`config.mk`:
```
export PLATFORM = sky130hd
export DESIGN_NAME = lw_sha_host_feeder
export DESIGN_NICKNAME = d
export VERILOG_FILES = /design/src/rtl/lw_feeder_pkg.sv /design/src/rtl/lw_feeder_keyfile.sv /design/src/rtl/lw_sha_host_feeder.sv
export SDC_FILE = /design/constraint.sdc
export NUM_CORES = 1
export LEC_CHECK = 0
export CORE_ASPECT_RATIO = 0.7
export CORE_MARGIN = 2
export CORE_UTILIZATION = 53
export DETAILED_ROUTE_END_ITERATION = 10
export GPL_TIMING_DRIVEN = 0
export PLACE_DENSITY = 0.77
export SKIP_LAST_GASP = 1
export SLEW_MARGIN = 25
export SYNTH_ARGS = -nofsm -noshare
export SYNTH_HDL_FRONTEND = slang
export SYNTH_HIERARCHICAL = 1
export SYNTH_SLANG_ARGS = --single-unit
```
`constraint.sdc`:
```
create_clock -name clk_i -period 3.9 [get_ports clk_i]
set_input_delay 1.17 -clock clk_i [delete_from_list [all_inputs] [get_ports clk_i]]
set_output_delay 1.17 -clock clk_i [all_outputs]
set_load 0.005 [all_outputs]
```
`src/rtl/lw_feeder_pkg.sv`:
```
// Shared types, constants and helpers for the SHA/HMAC host feeder.
package lw_feeder_pkg;

  typedef enum logic [2:0] {
    ST_IDLE,
    ST_START,
    ST_KEY,
    ST_MSG,
    ST_PAD,
    ST_LEN_HI,
    ST_LEN_LO,
    ST_WAIT
  } state_t;

  // Words per hash block (and key words per HMAC key block).
  localparam int unsigned BLK_WORDS = 16;
  // Widest supported core word; helpers operate at this width.
  localparam int unsigned MAX_W     = 64;
  // Padding marker byte, always placed in the first free byte slot.
  localparam logic [7:0]  PAD_MARK  = 8'h80;

  // Build the final padded word: keep the first nbytes bytes (MSB first),
  // place the marker right after them and zero everything below.
  // The word occupies the low bpw bytes of the MAX_W-wide vector.
  function automatic logic [MAX_W-1:0] merge_marker(input logic [MAX_W-1:0] data,
                                                    input int unsigned     nbytes,
                                                    input int unsigned     bpw);
    logic [MAX_W-1:0] res;
    res = '0;
    for (int unsigned i = 0; i < MAX_W / 8; i++) begin
      if (i < bpw) begin
        if (i < nbytes)       res[(bpw - 1 - i) * 8 +: 8] = data[(bpw - 1 - i) * 8 +: 8];
        else if (i == nbytes) res[(bpw - 1 - i) * 8 +: 8] = PAD_MARK;
      end
    end
    return res;
  endfunction

endpackage

```
`src/rtl/lw_feeder_keyfile.sv`:
```
// 16-word HMAC key register file: one write port, one combinational read port.
module lw_feeder_keyfile
  import lw_feeder_pkg::*;
#(
  parameter int WORD_W = 32
) (
  input  logic              clk_i,
  input  logic              aresetn_i,
  input  logic              we,
  input  logic [3:0]        waddr,
  input  logic [WORD_W-1:0] wdata,
  input  logic [3:0]        raddr,
  output logic [WORD_W-1:0] rdata
);

  logic [WORD_W-1:0] mem [BLK_WORDS];

  // Key storage; cleared only by reset, otherwise written on we.
  // NOTE: the key file is reset explicitly because a stale key must never leak into a new HMAC; that is why this is flops, not RAM.
  always_ff @(posedge clk_i or negedge aresetn_i) begin
    if (!aresetn_i) begin
      for (int i = 0; i < int'(BLK_WORDS); i++) mem[i] <= '0;
    end else if (we) begin
      mem[waddr] <= wdata;
    end
  end

  assign rdata = mem[raddr];

endmodule

```
`src/rtl/lw_sha_host_feeder.sv`:
```
// Host-side feeder: streams optional HMAC key, message, padding and length
// to the lightweight SHA core and captures the resulting digest.
module lw_sha_host_feeder
  import lw_feeder_pkg::*;
#(
  parameter int WORD_W = 32,
  parameter int OPC_W  = 2
) (
  input  logic                                 clk_i,
  input  logic                                 aresetn_i,
  input  logic                                 go_i,
  input  logic [OPC_W-1:0]                     opcode_i,
  input  logic                                 abort_i,
  input  logic                                 msg_valid_i,
  input  logic [WORD_W-1:0]                    msg_data_i,
  input  logic [$clog2(WORD_W/8):0]            msg_bytes_i,
  input  logic                                 msg_last_i,
  input  logic                                 msg_empty_i,
  output logic                                 msg_ready_o,
  input  logic                                 key_we_i,
  input  logic [3:0]                           key_addr_i,
  input  logic [WORD_W-1:0]                    key_wdata_i,
  output logic                                 core_start_o,
  output logic [OPC_W-1:0]                     core_opcode_o,
  output logic                                 core_abort_o,
  output logic [WORD_W-1:0]                    core_data_o,
  output logic                                 core_data_valid_o,
  output logic                                 core_last_o,
  input  logic                                 core_ready_i,
  output logic [WORD_W-1:0]                    core_key_o,
  output logic                                 core_key_valid_o,
  input  logic                                 core_key_ready_i,
  input  logic                                 core_done_i,
  input  logic [8*WORD_W-1:0]                  core_hash_i,
  output logic [8*WORD_W-1:0]                  hash_o,
  output logic                                 done_o,
  output logic                                 busy_o
);

  localparam int unsigned BYTES_PER_WORD = WORD_W / 8;
  localparam int          CNT_W          = $clog2(WORD_W / 8) + 1;

  state_t           state, state_nxt;
  logic [OPC_W-1:0] opcode_q, opcode_nxt;
  logic             empty_q, empty_nxt;
  logic [63:0]      byte_cnt, byte_cnt_nxt;
  logic [3:0]       blk_idx, blk_nxt;
  logic [3:0]       key_idx, key_nxt;
  logic             mark_pending, mark_nxt;
  logic             done_nxt;
  logic             partial;
  logic [63:0]      bit_len;
  logic [WORD_W-1:0] key_word;

  lw_feeder_keyfile #(.WORD_W(WORD_W)) u_keyfile (
    .clk_i     (clk_i),
    .aresetn_i (aresetn_i),
    .we        (key_we_i && (state == ST_IDLE)),
    .waddr     (key_addr_i),
    .wdata     (key_wdata_i),
    .raddr     (key_idx),
    .rdata     (key_word)
  );

  assign partial       = (msg_bytes_i != CNT_W'(BYTES_PER_WORD));
  assign bit_len       = byte_cnt << 3;
  assign core_opcode_o = opcode_q;
  assign core_key_o    = core_key_valid_o ? key_word : '0;
  assign busy_o        = (state != ST_IDLE);

  // State and datapath registers.
  always_ff @(posedge clk_i or negedge aresetn_i) begin
    if (!aresetn_i) begin
      state        <= ST_IDLE;
      opcode_q     <= '0;
      empty_q      <= 1'b0;
      byte_cnt     <= '0;
      blk_idx      <= '0;
      key_idx      <= '0;
      mark_pending <= 1'b0;
      done_o       <= 1'b0;
      hash_o       <= '0;
    end else begin
      state        <= state_nxt;
      opcode_q     <= opcode_nxt;
      empty_q      <= empty_nxt;
      byte_cnt     <= byte_cnt_nxt;
      blk_idx      <= blk_nxt;
      key_idx      <= key_nxt;
      mark_pending <= mark_nxt;
      done_o       <= done_nxt;
      if (done_nxt) hash_o <= core_hash_i;
    end
  end

  // Next-state and handshake outputs; abort overrides everything when busy.
  // NOTE: every output and *_nxt gets a default first so no path leaves one unassigned, which would infer a latch.
  always_comb begin
    state_nxt         = state;
    opcode_nxt        = opcode_q;
    empty_nxt         = empty_q;
    byte_cnt_nxt      = byte_cnt;
    blk_nxt           = blk_idx;
    key_nxt           = key_idx;
    mark_nxt          = mark_pending;
    done_nxt          = 1'b0;
    core_start_o      = 1'b0;
    core_abort_o      = 1'b0;
    core_data_o       = '0;
    core_data_valid_o = 1'b0;
    core_last_o       = 1'b0;
    core_key_valid_o  = 1'b0;
    msg_ready_o       = 1'b0;

    if (state != ST_IDLE && abort_i) begin
      core_abort_o = 1'b1;
      state_nxt    = ST_IDLE;
    end else begin
      case (state)
        ST_IDLE: begin
          if (go_i) begin
            opcode_nxt   = opcode_i;
            empty_nxt    = msg_empty_i;
            byte_cnt_nxt = '0;
            blk_nxt      = '0;
            key_nxt      = '0;
            mark_nxt     = msg_empty_i;
            state_nxt    = ST_START;
          end
        end
        ST_START: begin
          core_start_o      = 1'b1;
          core_data_valid_o = 1'b1;
          if (opcode_q[OPC_W-1]) state_nxt = ST_KEY;
          else                   state_nxt = empty_q ? ST_PAD : ST_MSG;
        end
        ST_KEY: begin
          core_key_valid_o = 1'b1;
          if (core_key_ready_i) begin
            key_nxt = key_idx + 4'd1;
            if (key_idx == 4'd15) begin
              byte_cnt_nxt = 64'(BLK_WORDS * BYTES_PER_WORD);
              state_nxt    = empty_q ? ST_PAD : ST_MSG;
            end
          end
        end
        ST_MSG: begin
          core_data_valid_o = msg_valid_i;
          msg_ready_o       = core_ready_i;
          if (msg_last_i && partial)
            core_data_o = WORD_W'(merge_marker(MAX_W'(msg_data_i), 32'(msg_bytes_i), BYTES_PER_WORD));
          else
            core_data_o = msg_data_i;
          if (msg_valid_i && core_ready_i) begin
            blk_nxt = blk_idx + 4'd1;
            if (msg_last_i) begin
              byte_cnt_nxt = byte_cnt + 64'(msg_bytes_i);
              mark_nxt     = !partial;
              state_nxt    = ST_PAD;
            end else begin
              byte_cnt_nxt = byte_cnt + 64'(BYTES_PER_WORD);
            end
          end
        end
        ST_PAD: begin
          if (!mark_pending && blk_idx == 4'd14) begin
            state_nxt = ST_LEN_HI;
          end else begin
            core_data_valid_o = 1'b1;
            core_data_o       = mark_pending ? {PAD_MARK, {(WORD_W-8){1'b0}}} : '0;
            if (core_ready_i) begin
              blk_nxt  = blk_idx + 4'd1;
              mark_nxt = 1'b0;
              if (blk_idx == 4'd13) state_nxt = ST_LEN_HI;
            end
          end
        end
        ST_LEN_HI: begin
          core_data_valid_o = 1'b1;
          core_data_o       = WORD_W'(bit_len >> WORD_W);
          if (core_ready_i) state_nxt = ST_LEN_LO;
        end
        ST_LEN_LO: begin
          core_data_valid_o = 1'b1;
          core_last_o       = 1'b1;
          core_data_o       = WORD_W'(bit_len);
          if (core_ready_i) state_nxt = ST_WAIT;
        end
        ST_WAIT: begin
          if (core_done_i) begin
            done_nxt  = 1'b1;
            state_nxt = ST_IDLE;
          end
        end
        default: state_nxt = ST_IDLE;
      endcase
    end
  end

endmodule

```
==> Word-level counts from Yosys, hierarchy flattened <==
Index checks and enable logic that the tools add are counted.
{ "word_totals": {"register_bits": 848, "input_bits": 340} }
{ "op_classes": {"addsub": 4, "magnitude_cmp": 7, "n_eq_ne": 31, "mux": 69, "bitwise_logic": 3, "reduce_logical": 21} }
{ "op_table": {"columns": ["cell", "count"], "rows": [
  ["512-bit bitwise mux", 1],
  ["64-bit 2-to-1 mux", 5],
  ["32-bit 2-to-1 mux", 8],
  ["64-bit case mux with 3 select lines", 1],
  ["32-bit binary-select mux with 4-bit select", 1],
  ["32-bit demux with 4-bit select", 1],
  ["32-bit case mux with 4 select lines", 1],
  ["64-bit by 3-bit adder with 64-bit output", 1],
  ["64-bit by 3-bit adder with 64-bit output, second input constant", 1],
  ["8-bit 2-to-1 mux", 8],
  ["3-bit 2-to-1 mux", 14],
  ["3-bit inequality test, second input constant", 8],
  ["3-bit case mux with 8 select lines", 1],
  ["4-bit 2-to-1 mux", 5],
  ["1-bit 2-to-1 mux", 19],
  ["2-bit inequality test, second input constant", 7],
  ["3-bit == test, second input constant", 4],
  ["4-bit == test, second input constant", 3],
  ["4-bit case mux with 3 select lines", 1],
  ["6-bit AND reduction", 2],
  ["5-bit greater-or-equal comparator, second input constant", 2],
  ["4-bit NOT with 5-bit output", 2],
  ["10-bit AND reduction", 1],
  ["3-bit nonzero test", 3],
  ["other kinds (21)", 35]
]} }

==> Depth between registers and ports, before layout <==
{ "depth": {"ltp_word": 6, "depth_mapped": 9, "ltp_nobuf": 7} }

==> Modules after synthesis <==
The synthesis kept the hierarchy.
{ "by_module_without_submodules": {"columns": ["module", "instances", "cells_per_inst", "area_each_um2", "seq_area_each_um2"], "rows": [
  ["lw_feeder_keyfile", 1, 1404, 22774.3, 12812.3],
  ["lw_sha_host_feeder", 1, 1218, 14944.3, 8333.0]
]} }

==> Least setup slack after synthesis <==
OpenSTA, ideal clock, no wires.
{ "synth_timing": {"kind": "in2out", "start": "in abort_i", "end": "out core_key_o[22]", "arrival_time_ns": 2.291, "slack_ns": 0.439, "stages": 5, "cell_sequence": "clkbuf_1 -> nand2b_1 -> nor3_1 -> clkbuf_1 -> and2_1"} }
{ "synth_via": {"elab_chain_len": 3} }
{ "synth_lines": {"columns": ["item", "line", "source"], "rows": [
  ["start, declared", "lw_sha_host_feeder.sv:13", "input logic abort_i,"],
  ["1-bit logical AND", "lw_sha_host_feeder.sv:115", "if (state != ST_IDLE && abort_i) begin"],
  ["1-bit 2-to-1 mux", "lw_sha_host_feeder.sv:115", null],
  ["named net core_key_valid_o", "lw_sha_host_feeder.sv:31", "output logic core_key_valid_o,"],
  ["32-bit 2-to-1 mux", "lw_sha_host_feeder.sv:68", "assign core_key_o = core_key_valid_o ? key_word : '0;"],
  ["end, declared", "lw_sha_host_feeder.sv:30", "output logic [WORD_W-1:0] core_key_o,"]
]} }
The timed path passes the listed nets, and every way through them passes these cells.

==> Final worst setup path <==
{ "layout_timing": {"start": "reg key_idx[0]", "end": "out core_key_o[25]"} }
{ "layout_via": {"elab_chain_len": 5} }
{ "layout_lines": {"columns": ["item", "line", "source"], "rows": [
  ["start, declared", "lw_sha_host_feeder.sv:48", "logic [3:0] key_idx, key_nxt;"],
  ["start signal, assigned", "lw_sha_host_feeder.sv:89", "key_idx <= key_nxt;"],
  ["4-bit NOT with 5-bit output (not written as such)", "lw_feeder_keyfile.sv:28", "assign rdata = mem[raddr];"],
  ["32-bit binary-select mux with 4-bit select", "lw_feeder_keyfile.sv:28", null],
  ["32-bit 2-to-1 mux (not written as such) (2 in a row)", "lw_feeder_keyfile.sv:28", null],
  ["named net key_word[25]", "lw_sha_host_feeder.sv:53", "logic [WORD_W-1:0] key_word;"],
  ["32-bit 2-to-1 mux", "lw_sha_host_feeder.sv:68", null]
]} }
The timed path passes the listed nets, and every way through them passes these cells. The select of a mux whose other input is x is not followed.

==> flow_summary.ini <==
[timing]
fmax_mhz = 245.8
post-route-min-period_ns = 4.068
rsz0062_at_grt = true
drv_slew = 0
skew_ns = 0.01921
setup_viol = 21
hold_slack_ns = 0.3816
hold_viol_final = 0
fin_crit_sh_pct = 104.3
tightest_slew_ns = 1.075
fin_ws_ns = -0.1680
slew_headroom_pct = 27.80

[min_path]
min_path_type = in -> async

[die]
die_w_um = 322.9
fp.dieH_um = 227.2
die_area_um2 = 73350
start_util_pct = 53.78
rows = 81
ios = 670
fp.coreArea_um2 = 70130

[route]
drcViolationCount = 6
first_iter_violations = 3376
first_pass_iters = 11
wirelength_um = 141200
routedWlPerCell_um = 31.22
vias_per_cell = 6.211
postRouteAntennaNets = 0
num_vias = 28090

[power_and_ir_drop]
power.density_nw_per_um2 = 664.0
ir_worst_vdd_mv = 0.4168
p_leak_nw = 22.42

[yosys]
yosysWarnings = 6
yosysMostFrequentCell = dfrtp_1
synth-async-reset-ratio_pct = 100.0
synth_top_family_by_area = multiplexers
synth_edf_count = 0
synthTopCellsByArea = dfrtp_1 (56%), mux2_2 (23%), mux4_2 (7.6%)
ys.flop_type = dfrtp_1
synth_compound_area_share_pct = 4.730
synth_nets = 2971
synth_adder_area_share_pct = 0.3185
syn_avg_cell_area_um2 = 14.39
syn-instance-count = 2622
seq_area_frac_synth_pct = 56.06
synth.top_cell.area_share_pct = 56.06
yosysTopAreaCell = dfrtp_1
synth_mux_area_share_pct = 30.91
synth_area_um2 = 37720
synth-xor-area-share_pct = 0.1625
yosys.cell_types.count = 57
synth_simple_gate_area_share_pct = 5.434
ys_ff_latch = 845
synth_common_cells = dfrtp_1 (845), mux2_2 (771), clkbuf_1 (130)

[placement]
dp_hpwl_um = 105500
place.gp.congestion = 1.000
pre_cts_ws_ns = -1.178
port_buffers = 668

[grt]
grtUsageMet3_pct = 14.66
use_met2_pct = 53.99
grt_pass1_wl_um = 199900
grtUsageTotal_pct = 38.10
grt_busiest_layer = met2
antenna_found_initial = 13
grt_pass1_vias = 28780
global_route.usage.met1_pct = 52.43
grt_max_degree = 152
grt-ovfl-total = 0

[worst_setup_path]
cp_num_cells = 8
crit_top_cell = buf_12
critPathArrivalTime_ns = 2.90
cp_slowest_cell = mux4_2
timing.rr.start = state[2]$_DFFE_PN0P_
cpPeakStageDelay_ns = 0.50
r2r_end = u_keyfile/mem[188]$_DFFE_PN0P_
r2r_cells = 7
crit_start = key_idx[0]$_DFFE_PN0P_
worst_setup_path_start_kind = register
path_cells = buf_12 > buf_12 > buf_12 > mux4_2 > a22oi_2 > nand2_1 > and2_1 > dlygate4sd2_1
rrSetupSlack_ns = 0.40
path_max_fanout = 5
cp.required_ns = 2.73
end_kind = output port
setup.worst_path.end = core_key_o[25]
crit_buf_inv = 4
path_delay_family = buffers and inverters
crit_type = reg -> out

[finish]
fin_nets = 3838
drive_gt1_share_pct = 39.43
syn_to_final_growth_pct = 34.34

[clock_network]
clk_pin_slew_ns = 0.06
clk_latency_ns = 0.66
cts.sinks = 845
clock_path_buffers = 3
tritoncts = built
cts_hold_buf = 0
numCtsBuffers = 82
h-tree-depth = 3
cts_root_buf = clkbuf_16

[job]
max_cap_violations = 0

[outcome]
violations = DRC, setup timing
status = complete, but fails checks
==> worst reg2reg max path: stages (launching register included) <==
cell and delay [ns]:
dfrtp_2 0.45, clkbuf_8 0.20, nor3_4 0.28, and2_1 0.48, nand2_1 0.22, nor3_1 0.85
buf_2 0.49, mux2_2 0.41
==> report_power, final <==
part,switching [mW],internal (mW),leakage (nW)
clock network,3.59,4.63,1.35
logic,4.85,6.92,9.87
registers,1.86,11.8,11.2
==> registers in the layout, summed over array words and instances (netlist names) <==
register       cells
core_opcode_o      2
key_idx            4
state              3
byte_cnt          61
u_keyfile/mem    512
mark_pending       1
done_o             1
empty_q            1
hash_o           256
blk_idx            4
==> final cells by class <==
| class | count | area (um^2) |
|---|---|---|
| sequential | 845 | 21150 |
| fill | 4559 | 19460 |
| multi-input combinational | 1558 | 16140 |
| timing repair buffer | 790 | 8080 |
| clock buffer | 121 | 2441 |
| buffer | 191 | 1242 |
| tap | 954 | 1194 |
| clock inverter | 30 | 307.8 |
| inverter | 21 | 81.33 |
| antenna | 12 | 30.03 |
==> worst min path at each step <==
| stage | slack [ns] | end | cells after the start | startpoint |
|---|---|---|---|---|
| 2_1_floorplan | 0.46 | u_keyfile/mem[454]$_DFFE_PN0P_ | 1 | u_keyfile/mem[454]$_DFFE_PN0P_ |
| 3_3_place_gp | 0.47 | u_keyfile/mem[506]$_DFFE_PN0P_ | 1 | u_keyfile/mem[506]$_DFFE_PN0P_ |
| 3_5_place_dp | 0.48 | u_keyfile/mem[506]$_DFFE_PN0P_ | 1 | u_keyfile/mem[506]$_DFFE_PN0P_ |
| 4_1_cts | 0.36 | hash_o[196]$_DFFE_PN0P_ | 1 | aresetn_i |
| 5_1_grt | 0.38 | hash_o[196]$_DFFE_PN0P_ | 1 | aresetn_i |
| 6_report | 0.38 | hash_o[188]$_DFFE_PN0P_ | 1 | aresetn_i |
==> metrics by stage <==
stage                     setup TNS (ns)  power [mW]  util, %  instances  instance area, um^2
after floorplan                        0       18.71        -       2622                37720
after global placement                 -       22.93    65.02       4244                45600
after detailed placement         -169.56       23.36    65.35       4252                45830
after CTS                         -3.900       33.18    71.79       4492                50350
after global routing              -2.507       34.92    72.24       4520                50670
final                             -1.278       33.65    72.25       4522                50670
==> logic make-up (layout without fill, tap and decap cells) <==
kind of cell | after synthesis | count (layout)
compound gates | 257 | 257
xor+xnor | 7 | 7
fa+ha+maj | 9 | 9
buf+inv | 219 | 1153
flops | 845 | 845
mux | 908 | 908
other cells | 0 | 12
simple gates | 377 | 377
==> routing by layer <==
layer	vias to the layer above	share of wire [%]
met4	6	4.3
met3	269	12
li1	11560	-
met5	-	0.20
met2	1542	43
met1	14710	40
==> timing repair <==
| item | CTS | global route |
|---|---|---|
| cloned | 3 | 0 |
| pin swaps | 87 | 66 |
| setup endpoints to repair | 85 | 71 |
| buffers inserted | 87 | 30 |
| resized for setup | 436 | 94 |
==> cell usage in the layout (no fill, tap or decap), drive strengths merged, types with 4 or more instances in the layout <==
| master | n |
|---|---|
| buf | 220 |
| ha | 8 |
| mux4 | 128 |
| or3 | 21 |
| inv | 25 |
| xor2 | 5 |
| nand4 | 40 |
| nor3 | 16 |
| and3 | 8 |
| dfrtp | 845 |
| nor2 | 64 |
| clkdlybuf4s50 | 602 |
| o31ai | 36 |
| dlymetal6s2s | 6 |
| nand3b | 5 |
| nand2b | 11 |
| bufinv | 4 |
| nand2 | 75 |
| dlygate4sd2 | 24 |
| nor4 | 13 |
| a222oi | 25 |
| nor2b | 7 |
| clkbuf | 247 |
| nand4b | 4 |
| mux2i | 6 |
| clkinv | 17 |
| nand3 | 34 |
| a31oi | 8 |
| diode | 12 |
| a21oi | 63 |
| clkinvlp | 5 |
| mux2 | 774 |
| and2 | 37 |
| o21ai | 32 |
| or4 | 34 |
| a22oi | 70 |
Power figures use the tool's default switching activity.
